### src/rtl/rgb_fade_sequencer.sv
// RGB LED sequencer: command-driven jump/fade with glitch-free 8-bit PWM.
// Duty updates only at PWM period boundaries.
module rgb_fade_sequencer #(
  parameter int unsigned PRESCALE = 188,
  parameter int unsigned FADE_DIV = 4
) (
  input  logic       clk,
  input  logic       rst_n,
  input  logic       cmd_valid,
  output logic       cmd_ready,
  input  logic [7:0] cmd_red,
  input  logic [7:0] cmd_green,
  input  logic [7:0] cmd_blue,
  input  logic       cmd_fade,
  input  logic [7:0] cmd_hold,
  output logic       busy,
  output logic       red_pwm,
  output logic       green_pwm,
  output logic       blue_pwm,
  output logic       led_en
);

  typedef enum logic [1:0] {
    IDLE,
    FADE,
    HOLD
  } state_t;

  localparam logic [15:0] PRE_LAST  = 16'(PRESCALE - 1);
  localparam logic [7:0]  STEP_LAST = 8'(FADE_DIV - 1);

  state_t      state, state_nx;
  logic [15:0] presc;
  logic [7:0]  pwm_cnt;
  logic        tick, period_end;
  logic [7:0]  cur_r, cur_g, cur_b;
  logic [7:0]  act_r, act_g, act_b;
  logic [7:0]  tgt_r, tgt_g, tgt_b;
  logic [7:0]  hold, hold_cnt, step_cnt;
  logic        at_tgt;
  logic        accept, do_step, step_inc;
  logic        hold_clr, hold_inc;

  function automatic logic [7:0] nudge(
    input logic [7:0] c,
    input logic [7:0] t
  );
    if (c < t)      return c + 8'd1;
    else if (c > t) return c - 8'd1;
    else            return c;
  endfunction

  assign tick       = (presc == PRE_LAST);
  assign period_end = tick && (pwm_cnt == 8'hff);
  assign at_tgt     = (cur_r == tgt_r) &&
                      (cur_g == tgt_g) &&
                      (cur_b == tgt_b);

  always_comb begin
    state_nx = state;
    accept   = 1'b0;
    do_step  = 1'b0;
    step_inc = 1'b0;
    hold_clr = 1'b0;
    hold_inc = 1'b0;
    unique case (state)
      IDLE: begin
        if (cmd_valid && cmd_ready) begin
          accept   = 1'b1;
          state_nx = cmd_fade ? FADE : HOLD;
        end
      end
      FADE: begin
        if (at_tgt) begin
          hold_clr = 1'b1;
          state_nx = HOLD;
        end else if (period_end) begin
          if (step_cnt == STEP_LAST) do_step = 1'b1;
          else                       step_inc = 1'b1;
        end
      end
      HOLD: begin
        if (hold_cnt == hold) state_nx = IDLE;
        else if (period_end)  hold_inc = 1'b1;
      end
      default: state_nx = IDLE;
    endcase
  end

  always_ff @(posedge clk or negedge rst_n) begin
    if (!rst_n) begin
      state     <= IDLE;
      cmd_ready <= 1'b0;
      busy      <= 1'b0;
      presc     <= '0;
      pwm_cnt   <= '0;
      act_r     <= '0;
      act_g     <= '0;
      act_b     <= '0;
      red_pwm   <= 1'b0;
      green_pwm <= 1'b0;
      blue_pwm  <= 1'b0;
      led_en    <= 1'b0;
    end else begin
      state     <= state_nx;
      cmd_ready <= (state_nx == IDLE);
      busy      <= (state_nx != IDLE);
      presc     <= tick ? '0 : presc + 16'd1;
      if (tick) pwm_cnt <= pwm_cnt + 8'd1;
      // act_* sees the pre-update cur_* on a coincident edge
      if (period_end) begin
        act_r <= cur_r;
        act_g <= cur_g;
        act_b <= cur_b;
      end
      red_pwm   <= (pwm_cnt < act_r);
      green_pwm <= (pwm_cnt < act_g);
      blue_pwm  <= (pwm_cnt < act_b);
      led_en    <= |{act_r, act_g, act_b};
    end
  end

  always_ff @(posedge clk or negedge rst_n) begin
    if (!rst_n) begin
      cur_r    <= '0;
      cur_g    <= '0;
      cur_b    <= '0;
      tgt_r    <= '0;
      tgt_g    <= '0;
      tgt_b    <= '0;
      hold     <= '0;
      hold_cnt <= '0;
      step_cnt <= '0;
    end else begin
      if (accept) begin
        tgt_r    <= cmd_red;
        tgt_g    <= cmd_green;
        tgt_b    <= cmd_blue;
        hold     <= cmd_hold;
        hold_cnt <= '0;
        step_cnt <= '0;
        if (!cmd_fade) begin
          cur_r <= cmd_red;
          cur_g <= cmd_green;
          cur_b <= cmd_blue;
        end
      end
      if (do_step) begin
        cur_r    <= nudge(cur_r, tgt_r);
        cur_g    <= nudge(cur_g, tgt_g);
        cur_b    <= nudge(cur_b, tgt_b);
        step_cnt <= '0;
      end else if (step_inc) begin
        step_cnt <= step_cnt + 8'd1;
      end
      if (hold_clr)      hold_cnt <= '0;
      else if (hold_inc) hold_cnt <= hold_cnt + 8'd1;
    end
  end

endmodule
### config.mk
export PLATFORM = sky130hd
export DESIGN_NAME = rgb_fade_sequencer
export DESIGN_NICKNAME = d
export VERILOG_FILES = /design/src/rtl/rgb_fade_sequencer.sv
export SDC_FILE = /design/constraint.sdc
export NUM_CORES = 1
export LEC_CHECK = 0
export ABC_CLOCK_PERIOD_IN_PS = 3250
export BUFFER_PORTS_ARGS = -buffer_cell sky130_fd_sc_hd__buf_2
export CORE_AREA = 8 8 121 150
export DETAILED_ROUTE_END_ITERATION = 8
export DIE_AREA = 0 0 129 158
export PLACE_DENSITY = 0.67
export RECOVER_POWER = 25
export SLEW_MARGIN = 20
export SYNTH_ARGS = -nofsm -noshare
export SYNTH_HDL_FRONTEND = slang
export SYNTH_SLANG_ARGS = --single-unit
### constraint.sdc
create_clock -name clk -period 3.25 [get_ports clk]
set_clock_uncertainty 0.2 [all_clocks]
set_input_delay 0 -clock clk [delete_from_list [all_inputs] [get_ports clk]]
set_output_delay 0 -clock clk [all_outputs]
set_load 0.005 [all_outputs]
==> results of run 1 <==
[flip-flops by register name, indices dropped and copies added, names as in the netlist, 2 cells and up]
register,count
presc,16
act_b,8
act_g,8
act_r,8
cur_b,8
cur_g,8
cur_r,8
hold,8
hold_cnt,8
pwm_cnt,8
step_cnt,8
tgt_b,8
tgt_g,8
tgt_r,8
state,2
[metal layers]
| layer | track usage, % | vias up |
|---|---|---|
| met3 | 3.71 | 22 |
| met4 | 6.67 | 0 |
| met2 | 30.7 | 85 |
| met5 | 0 | - |
| met1 | 22.4 | 2864 |
| li1 | - | 2963 |
[power by group]
group,total (mW),internal (mW),leakage [nW],switching (mW)
sequential,1.59,1.59,1.59,0
combinational,0.0932,0.0447,2.56,0.0486
clock,2.00,1.29,0.296,0.706
[stage by stage]
| step | utilization, % | std cells | power, mW | worst slack, ns | hold WS [ns] |
|---|---|---|---|---|---|
| global placement | 51.0 | 1051 | 1.69 | 0.196 | -0.108 |
| floorplan | - | 775 | 1.62 | 0.169 | -0.496 |
| global route | 57.2 | 1118 | 3.80 | 0.00788 | 0.142 |
| CTS | 56.9 | 1116 | 3.72 | 0.0428 | 0.0323 |
| finish | 57.2 | 1118 | 3.69 | 0.125 | 0.111 |
| detailed placement | 51.0 | 1051 | 1.69 | 0.0931 | -0.111 |
[worst min path at each step]
stage | to | slack, ns | depth (start not counted)
final | tgt_b[5] | 0.11 | 6
after global routing | tgt_b[6] | 0.14 | 6
after CTS | tgt_g[6] | 0.03 | 2
after detailed placement | tgt_g[5] | -0.11 | 1
after global placement | tgt_g[4] | -0.11 | 1
after floorplan | act_b[0] | -0.50 | 0
[cell type report]
cell class	count	area (um2)	area share, %
multi-input cells	569	3960	43.4
well taps	216	270	2.96
clock inverters	11	164	1.80
flip-flops and latches	128	3200	35.1
repair buffers	113	843	9.25
clock buffers	20	447	4.90
inverters	61	229	2.51
[kinds of logic after synthesis]
logic type,Yosys count
adders and majority gates,73
xor gates and xnor gates,46
muxes,19
DFF,128
and+or+nand+nor,244
AOI/OAI and AO/OA,187
buffers and inverters,78
[synth_stat cells (2+ instances only)]
cell type | count | share of area, %
sky130_fd_sc_hd__ha_1 | 70 | 12
sky130_fd_sc_hd__a21o_1 | 20 | 2.0
sky130_fd_sc_hd__o211a_1 | 4 | 0.54
sky130_fd_sc_hd__nor2_1 | 84 | 4.3
sky130_fd_sc_hd__a2bb2oi_1 | 2 | 0.24
sky130_fd_sc_hd__nand2_1 | 61 | 3.1
sky130_fd_sc_hd__xor2_1 | 15 | 1.8
sky130_fd_sc_hd__or3_1 | 2 | 0.17
sky130_fd_sc_hd__nand3_1 | 19 | 1.3
sky130_fd_sc_hd__fa_1 | 3 | 0.81
sky130_fd_sc_hd__and2_1 | 4 | 0.34
sky130_fd_sc_hd__clkbuf_1 | 16 | 0.81
sky130_fd_sc_hd__xnor2_1 | 31 | 3.7
sky130_fd_sc_hd__nand4_1 | 18 | 1.5
sky130_fd_sc_hd__a211oi_1 | 28 | 2.8
sky130_fd_sc_hd__o21ai_0 | 70 | 4.7
sky130_fd_sc_hd__nor3_1 | 10 | 0.67
sky130_fd_sc_hd__dfrtp_1 | 128 | 43
sky130_fd_sc_hd__mux2i_1 | 4 | 0.54
sky130_fd_sc_hd__inv_1 | 61 | 3.1
sky130_fd_sc_hd__a21oi_1 | 26 | 1.8
sky130_fd_sc_hd__o31a_1 | 2 | 0.24
sky130_fd_sc_hd__o31ai_1 | 5 | 0.51
sky130_fd_sc_hd__o21bai_1 | 6 | 0.61
sky130_fd_sc_hd__and4_1 | 3 | 0.35
sky130_fd_sc_hd__mux2_2 | 15 | 2.3
sky130_fd_sc_hd__and3_1 | 9 | 0.76
sky130_fd_sc_hd__o22ai_1 | 5 | 0.42
sky130_fd_sc_hd__a21bo_2 | 3 | 0.40
sky130_fd_sc_hd__a31oi_1 | 4 | 0.34
sky130_fd_sc_hd__o21a_1 | 7 | 0.71
sky130_fd_sc_hd__nor2b_1 | 4 | 0.34
sky130_fd_sc_hd__or2_2 | 4 | 0.34
sky130_fd_sc_hd__nor4_1 | 9 | 0.76
sky130_fd_sc_hd__nand2b_1 | 8 | 0.67
[worst max-delay path: cells and delay by family (launching register included)]
kind | cells | cell delay [ns]
adders and majority gates | 2 | 0.61
DFF | 1 | 0.38
AOI/OAI and AO/OA | 6 | 1.30
buffers and inverters | 1 | 0.17
and+or+nand+nor | 3 | 0.36
[repair_timing]
action / in CTS / in global routing
setup buffers: 0 / 2
hold buffers: 34 / 0
endpoints found under the hold margin: 187 / 0
setup endpoints to repair: 0 / 9
gates resized for setup: 0 / 10
==> impl_results.html, run 1 <==
<table>
<tr><th>Metric</th><th>Value</th></tr>
<tr><th colspan="2">Detailed routing</th></tr>
<tr><td>Sum of routed wire length over all layers</td><td>17,400 um</td></tr>
<tr><td>Number of detailed-routing iterations run before antenna repair</td><td>4</td></tr>
<tr><td>Met3 layer wire length in the routed design</td><td>449 um</td></tr>
<tr><td>Vias per std cell</td><td>5.31</td></tr>
<tr><td>Met2 routed wirelength</td><td>8820 um</td></tr>
<tr><td>Sum of routed wire segments on met1</td><td>7880 um</td></tr>
<tr><td>Initial DRC count</td><td>264</td></tr>
<tr><td>Highest metal layer used by the detailed router</td><td>met4</td></tr>
<tr><td>Post-route ant nets</td><td>0</td></tr>
<tr><td>WL per Instance</td><td>15.6 um</td></tr>
<tr><td>DR DRC count</td><td>0</td></tr>
<tr><td>Total via count in the routed design</td><td>5,934</td></tr>
<tr><th colspan="2">Setup path</th></tr>
<tr><td>Most used cell along the critical path</td><td>sky130_fd_sc_hd__ha_1</td></tr>
<tr><td>Number of cells on the worst reg-to-reg path</td><td>12</td></tr>
<tr><td>Reg2Reg Capture Point</td><td>cur_g[5]</td></tr>
<tr><td>Required time worst endpoint</td><td>3.38 ns</td></tr>
<tr><td>CP Max Fanout</td><td>5</td></tr>
<tr><td>Critical path arrival</td><td>3.25 ns</td></tr>
<tr><td>Class of the most critical setup path</td><td>flop to flop</td></tr>
<tr><td>Worst flop-to-flop path startpoint</td><td>cur_g[1]</td></tr>
<tr><td>Cell-by-cell trace of the critical path</td><td>ha_1 -&gt; nor2b_1 -&gt; o211a_1 -&gt; o21ai_2 -&gt; nand2b_1 -&gt; buf_4 -&gt; ha_1 -&gt; o21ai_0 -&gt; nor2_1 -&gt; o31ai_1 -&gt; a21bo_2 -&gt; a211oi_2</td></tr>
<tr><td>Worst-case register-to-register setup slack</td><td>0.12 ns</td></tr>
<tr><td>Worst Setup Start Kind</td><td>flop</td></tr>
<tr><td>Critical path endpoint</td><td>cur_g[5]</td></tr>
<tr><td>Worst stage delay on the critical path</td><td>0.38 ns</td></tr>
<tr><td>Slowest stage cell, crit path</td><td>sky130_fd_sc_hd__dfrtp_1</td></tr>
<tr><td>Critical Path Source</td><td>cur_g[1]</td></tr>
<tr><td>Kind of end point of the critical path</td><td>flop</td></tr>
<tr><th colspan="2">STA</th></tr>
<tr><td>Min Tclk post-route</td><td>3.13 ns</td></tr>
<tr><td>Crit share post-route</td><td>96.2%</td></tr>
<tr><td>Number of setup violations in the final report</td><td>0</td></tr>
<tr><td>Post-Route Setup TNS</td><td>0 ns</td></tr>
<tr><td>Unrepaired setup endpoints after global routing</td><td>no</td></tr>
<tr><td>Count of pins over their slew limit</td><td>76</td></tr>
<tr><td>Timing-limited maximum frequency</td><td>0.320 GHz</td></tr>
<tr><td>Relative slew slack</td><td>-31.3%</td></tr>
<tr><td>Slew at the pin with the worst max-slew slack</td><td>1.97 ns</td></tr>
<tr><td>Hold violation count in the final report</td><td>0</td></tr>
<tr><th colspan="2">Logic synthesis</th></tr>
<tr><td>Post-synthesis share of cell area spent on full adders, half adders and majority gates</td><td>12.6%</td></tr>
<tr><td>Compound-gate portion of the synthesized area</td><td>16.1%</td></tr>
<tr><td>Part of the Yosys area used for sequential elements</td><td>43.2%</td></tr>
<tr><td>Post-synthesis cell type count</td><td>50</td></tr>
<tr><td>Ys Warns</td><td>0</td></tr>
<tr><td>Fraction of synthesized cell area in xor and xnor cells</td><td>5.43%</td></tr>
<tr><td>Yosys reg bits</td><td>128</td></tr>
<tr><td>Avg Inst Size Synth</td><td>9.57 um2</td></tr>
<tr><td>Synthesized cell area</td><td>7420 um2</td></tr>
<tr><td>Synthesized Nets</td><td>884</td></tr>
<tr><td>Main combinational cell family by area after synthesis</td><td>compound AO/OA/AOI/OAI gates</td></tr>
<tr><td>Post-synthesis share of cell area spent on and, or, nand and nor gates</td><td>15.9%</td></tr>
<tr><td>Mux cell area share after synthesis</td><td>2.82%</td></tr>
<tr><td>Async S/R FF share, synth</td><td>100%</td></tr>
<tr><td>EDFF count, synth</td><td>0</td></tr>
<tr><td>Synthesized instance count</td><td>775</td></tr>
<tr><td>Prevailing post-synth register cell</td><td>sky130_fd_sc_hd__dfrtp_1</td></tr>
<tr><th colspan="2">Final layout</th></tr>
<tr><td>Final layout net count</td><td>999</td></tr>
<tr><td>Finished Cell Area</td><td>9110 um2</td></tr>
<tr><td>Number of inserted diodes</td><td>0</td></tr>
<tr><td>Layout filler cell count</td><td>1,397</td></tr>
<tr><td>Commonest non-fill, non-tap cell in the layout</td><td>sky130_fd_sc_hd__dfrtp_1</td></tr>
<tr><td>Layout cell share with drive strength beyond 1</td><td>16.3%</td></tr>
<tr><td>P&amp;R area growth vs syn</td><td>22.9%</td></tr>
<tr><td>Commonest non-fill, non-tap cells in the layout</td><td>128 x sky130_fd_sc_hd__dfrtp_1, 84 x sky130_fd_sc_hd__nor2_1, 70 x sky130_fd_sc_hd__ha_1, 67 x sky130_fd_sc_hd__o21ai_0, 61 x sky130_fd_sc_hd__inv_1</td></tr>
<tr><th colspan="2">Placed design</th></tr>
<tr><td>Count of input and output buffers</td><td>41</td></tr>
<tr><td>Global placer's final weighted congestion</td><td>0.825</td></tr>
<tr><td>Dpl hpwl</td><td>12,200 um</td></tr>
<tr><td>Cell area after placement</td><td>8130 um2</td></tr>
<tr><th colspan="2">Job</th></tr>
<tr><td>Maximum Capacitance Violations</td><td>1</td></tr>
<tr><th colspan="2">GRT</th></tr>
<tr><td>Remaining global-route overflow</td><td>0</td></tr>
<tr><td>Antenna violations before repair</td><td>0</td></tr>
<tr><td>Tot GR Track Use</td><td>18.2%</td></tr>
<tr><td>Maximum number of pins on one net before global-route repair</td><td>77</td></tr>
<tr><td>Global-route wire length before repair</td><td>29,200 um</td></tr>
<tr><td>Number of global-route vias before repair</td><td>5,969</td></tr>
<tr><th colspan="2">Pwr</th></tr>
<tr><td>Leakage power total</td><td>4.44 nW</td></tr>
<tr><td>Maximum VDD drop</td><td>0.301 mV</td></tr>
<tr><td>Pwr/cell area</td><td>405 nW/um2</td></tr>
<tr><th colspan="2">Die</th></tr>
<tr><td>Initial cell density of the core</td><td>46.5%</td></tr>
<tr><td>Die height</td><td>158 um</td></tr>
<tr><td>Floorplan core area</td><td>15,900 um2</td></tr>
<tr><td>Count of boundary I/O pins</td><td>42</td></tr>
<tr><td>Floorplan row count</td><td>52</td></tr>
<tr><td>Die extent in x</td><td>129 um</td></tr>
<tr><td>Floorplan die area</td><td>20,400 um2</td></tr>
<tr><th colspan="2">Worst hold path</th></tr>
<tr><td>HP Class</td><td>primary input to flop</td></tr>
<tr><td>Hold path startpoint</td><td>cmd_valid</td></tr>
<tr><th colspan="2">Clock network</th></tr>
<tr><td>Number of levels the H-tree was split into</td><td>4</td></tr>
<tr><td>Clock insertion delay at the later pin of the skew report</td><td>0.42 ns</td></tr>
<tr><td>CTS tree</td><td>yes</td></tr>
<tr><td>Number of buffers added by the clock tree synthesis step</td><td>17</td></tr>
<tr><td>Clock Path Buffers</td><td>2</td></tr>
<tr><td>Clock sink count</td><td>128</td></tr>
<tr><td>Clock-pin slew of the registers on the worst-case setup and hold paths</td><td>0.06 ns</td></tr>
<tr><td>Root Buffer Master</td><td>sky130_fd_sc_hd__clkbuf_16</td></tr>
<tr><th colspan="2">Outcome</th></tr>
<tr><td>Violated checks</td><td>max-capacitance violations, max-slew violations</td></tr>
<tr><td>Run status</td><td>finished, violations left</td></tr>
</table>
Note: power is estimated with default switching activity, not from simulation.
==> run 2: changes to the inputs <==
Settings changed: CTS_BUF_LIST set to sky130_fd_sc_hd__clkbuf_8.
==> impl_results.html, run 2 (synthesized netlist as in run 1, its figures left out) <==
<table>
<tr><th>Metric</th><th>Value</th></tr>
<tr><th colspan="2">Setup path</th></tr>
<tr><td>Worst Setup Start Kind</td><td>flop (unchanged)</td></tr>
<tr><td>Class of the most critical setup path</td><td>flop to flop (unchanged)</td></tr>
<tr><td>CP Max Fanout</td><td>5 (unchanged)</td></tr>
<tr><td>Kind of end point of the critical path</td><td>flop (unchanged)</td></tr>
<tr><td>Critical path arrival</td><td>3.31 ns (was 3.25 ns)</td></tr>
<tr><td>Required time worst endpoint</td><td>3.41 ns (was 3.38 ns)</td></tr>
<tr><th colspan="2">Placed design</th></tr>
<tr><td>Global placer's final weighted congestion</td><td>0.825 (unchanged)</td></tr>
<tr><td>Count of input and output buffers</td><td>41 (unchanged)</td></tr>
<tr><td>Dpl hpwl</td><td>12,200 um (unchanged)</td></tr>
<tr><th colspan="2">STA</th></tr>
<tr><td>Timing-limited maximum frequency</td><td>0.318 GHz (was 0.320 GHz)</td></tr>
<tr><td>Slew at the pin with the worst max-slew slack</td><td>1.49 ns (was 1.97 ns)</td></tr>
<tr><td>Number of setup violations in the final report</td><td>0 (unchanged)</td></tr>
<tr><td>Unrepaired setup endpoints after global routing</td><td>no (unchanged)</td></tr>
<tr><td>Min Tclk post-route</td><td>3.14 ns (was 3.13 ns)</td></tr>
<tr><td>Relative slew slack</td><td>0.942% (was -31.3%)</td></tr>
<tr><td>Count of pins over their slew limit</td><td>0 (was 76)</td></tr>
<tr><td>Crit share post-route</td><td>96.7% (was 96.2%)</td></tr>
<tr><td>Hold violation count in the final report</td><td>0 (unchanged)</td></tr>
<tr><td>Post-Route Setup TNS</td><td>0 ns (unchanged)</td></tr>
<tr><th colspan="2">Clock network</th></tr>
<tr><td>Root Buffer Master</td><td>sky130_fd_sc_hd__clkbuf_8 (was sky130_fd_sc_hd__clkbuf_16)</td></tr>
<tr><td>Clock-pin slew of the registers on the worst-case setup and hold paths</td><td>0.08 ns (was 0.06 ns)</td></tr>
<tr><td>Clock insertion delay at the later pin of the skew report</td><td>0.45 ns (was 0.42 ns)</td></tr>
<tr><td>Number of buffers added by the clock tree synthesis step</td><td>17 (unchanged)</td></tr>
<tr><td>Number of levels the H-tree was split into</td><td>4 (unchanged)</td></tr>
<tr><td>Clock sink count</td><td>128 (unchanged)</td></tr>
<tr><td>CTS tree</td><td>yes (unchanged)</td></tr>
<tr><td>Clock Path Buffers</td><td>2 (unchanged)</td></tr>
<tr><th colspan="2">Final layout</th></tr>
<tr><td>FF+latch area</td><td>3200 um2 (unchanged)</td></tr>
<tr><td>P&amp;R area growth vs syn</td><td>20.2% (was 22.9%)</td></tr>
<tr><td>Layout cell share with drive strength beyond 1</td><td>15.7% (was 16.3%)</td></tr>
<tr><td>Max reg flops</td><td>16 (unchanged)</td></tr>
<tr><td>Final layout net count</td><td>1,001 (was 999)</td></tr>
<tr><td>Top reg by flops</td><td>presc (unchanged)</td></tr>
<tr><td>Commonest non-fill, non-tap cells in the layout</td><td>128 x sky130_fd_sc_hd__dfrtp_1, 84 x sky130_fd_sc_hd__nor2_1, 70 x sky130_fd_sc_hd__ha_1, 67 x sky130_fd_sc_hd__o21ai_0, 63 x sky130_fd_sc_hd__inv_1 (was 128 x sky130_fd_sc_hd__dfrtp_1, 84 x sky130_fd_sc_hd__nor2_1, 70 x sky130_fd_sc_hd__ha_1, 67 x sky130_fd_sc_hd__o21ai_0, 61 x sky130_fd_sc_hd__inv_1)</td></tr>
<tr><td>Number of inserted diodes</td><td>0 (unchanged)</td></tr>
<tr><td>Commonest non-fill, non-tap cell in the layout</td><td>sky130_fd_sc_hd__dfrtp_1 (unchanged)</td></tr>
<tr><td>Layout filler cell count</td><td>1,424 (was 1,397)</td></tr>
<tr><td>Area occupied by multi-input gates</td><td>3960 um2 (about the same)</td></tr>
<tr><th colspan="2">Die</th></tr>
<tr><td>Die height</td><td>158 um (unchanged)</td></tr>
<tr><td>Floorplan row count</td><td>52 (unchanged)</td></tr>
<tr><td>Count of boundary I/O pins</td><td>42 (unchanged)</td></tr>
<tr><td>Floorplan core area</td><td>15,900 um2 (unchanged)</td></tr>
<tr><td>Die extent in x</td><td>129 um (unchanged)</td></tr>
<tr><td>Floorplan die area</td><td>20,400 um2 (unchanged)</td></tr>
<tr><td>Initial cell density of the core</td><td>46.5% (unchanged)</td></tr>
<tr><th colspan="2">Pwr</th></tr>
<tr><td>Leakage power total</td><td>4.35 nW (was 4.44 nW)</td></tr>
<tr><td>Power Total</td><td>3.17 mW (was 3.69 mW)</td></tr>
<tr><td>Pwr/cell area</td><td>356 nW/um2 (was 405 nW/um2)</td></tr>
<tr><td>Maximum VDD drop</td><td>0.214 mV (was 0.301 mV)</td></tr>
<tr><th colspan="2">Detailed routing</th></tr>
<tr><td>Sum of routed wire length over all layers</td><td>17,300 um (was 17,400 um)</td></tr>
<tr><td>Initial DRC count</td><td>306 (was 264)</td></tr>
<tr><td>Number of detailed-routing iterations run before antenna repair</td><td>5 (was 4)</td></tr>
<tr><td>WL per Instance</td><td>15.4 um (was 15.6 um)</td></tr>
<tr><td>Post-route ant nets</td><td>0 (unchanged)</td></tr>
<tr><td>DR DRC count</td><td>0 (unchanged)</td></tr>
<tr><td>Total via count in the routed design</td><td>5,869 (was 5,934)</td></tr>
<tr><td>Vias per std cell</td><td>5.24 (was 5.31)</td></tr>
<tr><th colspan="2">Worst hold path</th></tr>
<tr><td>HP Class</td><td>primary input to flop (unchanged)</td></tr>
<tr><th colspan="2">GRT</th></tr>
<tr><td>Number of global-route vias before repair</td><td>5,953 (was 5,969)</td></tr>
<tr><td>Remaining global-route overflow</td><td>0 (unchanged)</td></tr>
<tr><td>Maximum number of pins on one net before global-route repair</td><td>59 (was 77)</td></tr>
<tr><td>Antenna violations before repair</td><td>0 (unchanged)</td></tr>
<tr><td>Global-route wire length before repair</td><td>28,800 um (was 29,200 um)</td></tr>
<tr><td>Tot GR Track Use</td><td>18.0% (was 18.2%)</td></tr>
<tr><th colspan="2">Outcome</th></tr>
<tr><td>Run status</td><td>complete, no violations (was finished, violations left)</td></tr>
<tr><th colspan="2">Job</th></tr>
<tr><td>Maximum Capacitance Violations</td><td>0 (was 1)</td></tr>
</table>
-- run 2: cell count changes in the layout (fill, tap and decap cells not counted), sizes merged --
cell	before	now
dlygate4sd3	34	35
inv	61	63
buf	78	73
clkbuf	21	25
-- run 2: per-stage QoR --
stage	area [um2]	std cells	utilization [%]	worst slack (ns)	hold WS [ns]
2_1_floorplan	7420	775	-	0.169	-0.496
3_3_place_gp	8130	1051	51.0	0.196	-0.108
3_5_place_dp	8130	1051	51.0	0.0931	-0.111
4_1_cts	8910	1118	55.9	0.0420	0.0713
5_1_grt	8920	1120	55.9	0.00757	0.0885
6_report	8920	1120	55.9	0.107	0.0677
-- run 2: repair_timing --
action / CTS / global route
buffers inserted: 0 / 2
resized for setup: 0 / 9
setup endpoints to repair: 0 / 8
endpoints found under the hold margin: 187 / 0
hold buffers: 36 / 0
-- run 2: per-layer routing --
layer / GRT usage (%) / up-vias / wire [um]
met5: 0 / - / 0
met4: 7.91 / 0 / 406
met3: 3.30 / 31 / 446
met2: 30.3 / 93 / 8580
met1: 21.9 / 2781 / 7840
li1: - / 2964 / -
-- run 2: path summary, 6_finish.rpt --
check                      depth (start not counted)          end  slack (ns)      start
min reg2reg                                        1    presc[10]        0.28  presc[10]
max in group asynchronous                          4  step_cnt[7]        0.52      rst_n
max reg2reg                                       12     cur_g[5]        0.11   cur_g[1]
min                                                6     tgt_b[5]        0.07  cmd_valid
min in group asynchronous                          3     act_r[1]        0.79      rst_n
max                                               12     cur_g[5]        0.11   cur_g[1]
-- run 2: worst max-delay path, stage by stage (launching register included) --
cell,delay [ns]
sky130_fd_sc_hd__dfrtp_1,0.38
sky130_fd_sc_hd__ha_1,0.30
sky130_fd_sc_hd__nor2b_1,0.13
sky130_fd_sc_hd__o211a_1,0.24
sky130_fd_sc_hd__o21ai_2,0.16
sky130_fd_sc_hd__nand2b_1,0.16
sky130_fd_sc_hd__buf_4,0.17
sky130_fd_sc_hd__ha_1,0.31
sky130_fd_sc_hd__o21ai_0,0.11
sky130_fd_sc_hd__nor2_1,0.07
sky130_fd_sc_hd__o31ai_1,0.29
sky130_fd_sc_hd__a21bo_2,0.28
sky130_fd_sc_hd__a211oi_2,0.24
-- run 2: layout make-up --
type / instances / share of cell area [%]
multi-input combinational: 569 / 44.4
sequential: 128 / 35.9
timing repair buffer: 115 / 9.42
tap: 216 / 3.03
clock buffer: 18 / 2.78
inverter: 61 / 2.57
clock inverter: 13 / 1.92
-- run 2: power breakdown --
part           switching (mW)  internal [mW]  total (mW)
logic                  0.0493         0.0439      0.0932
clock network           0.644          0.840        1.48
registers                   0           1.59        1.59
total                   0.694           2.48        3.17
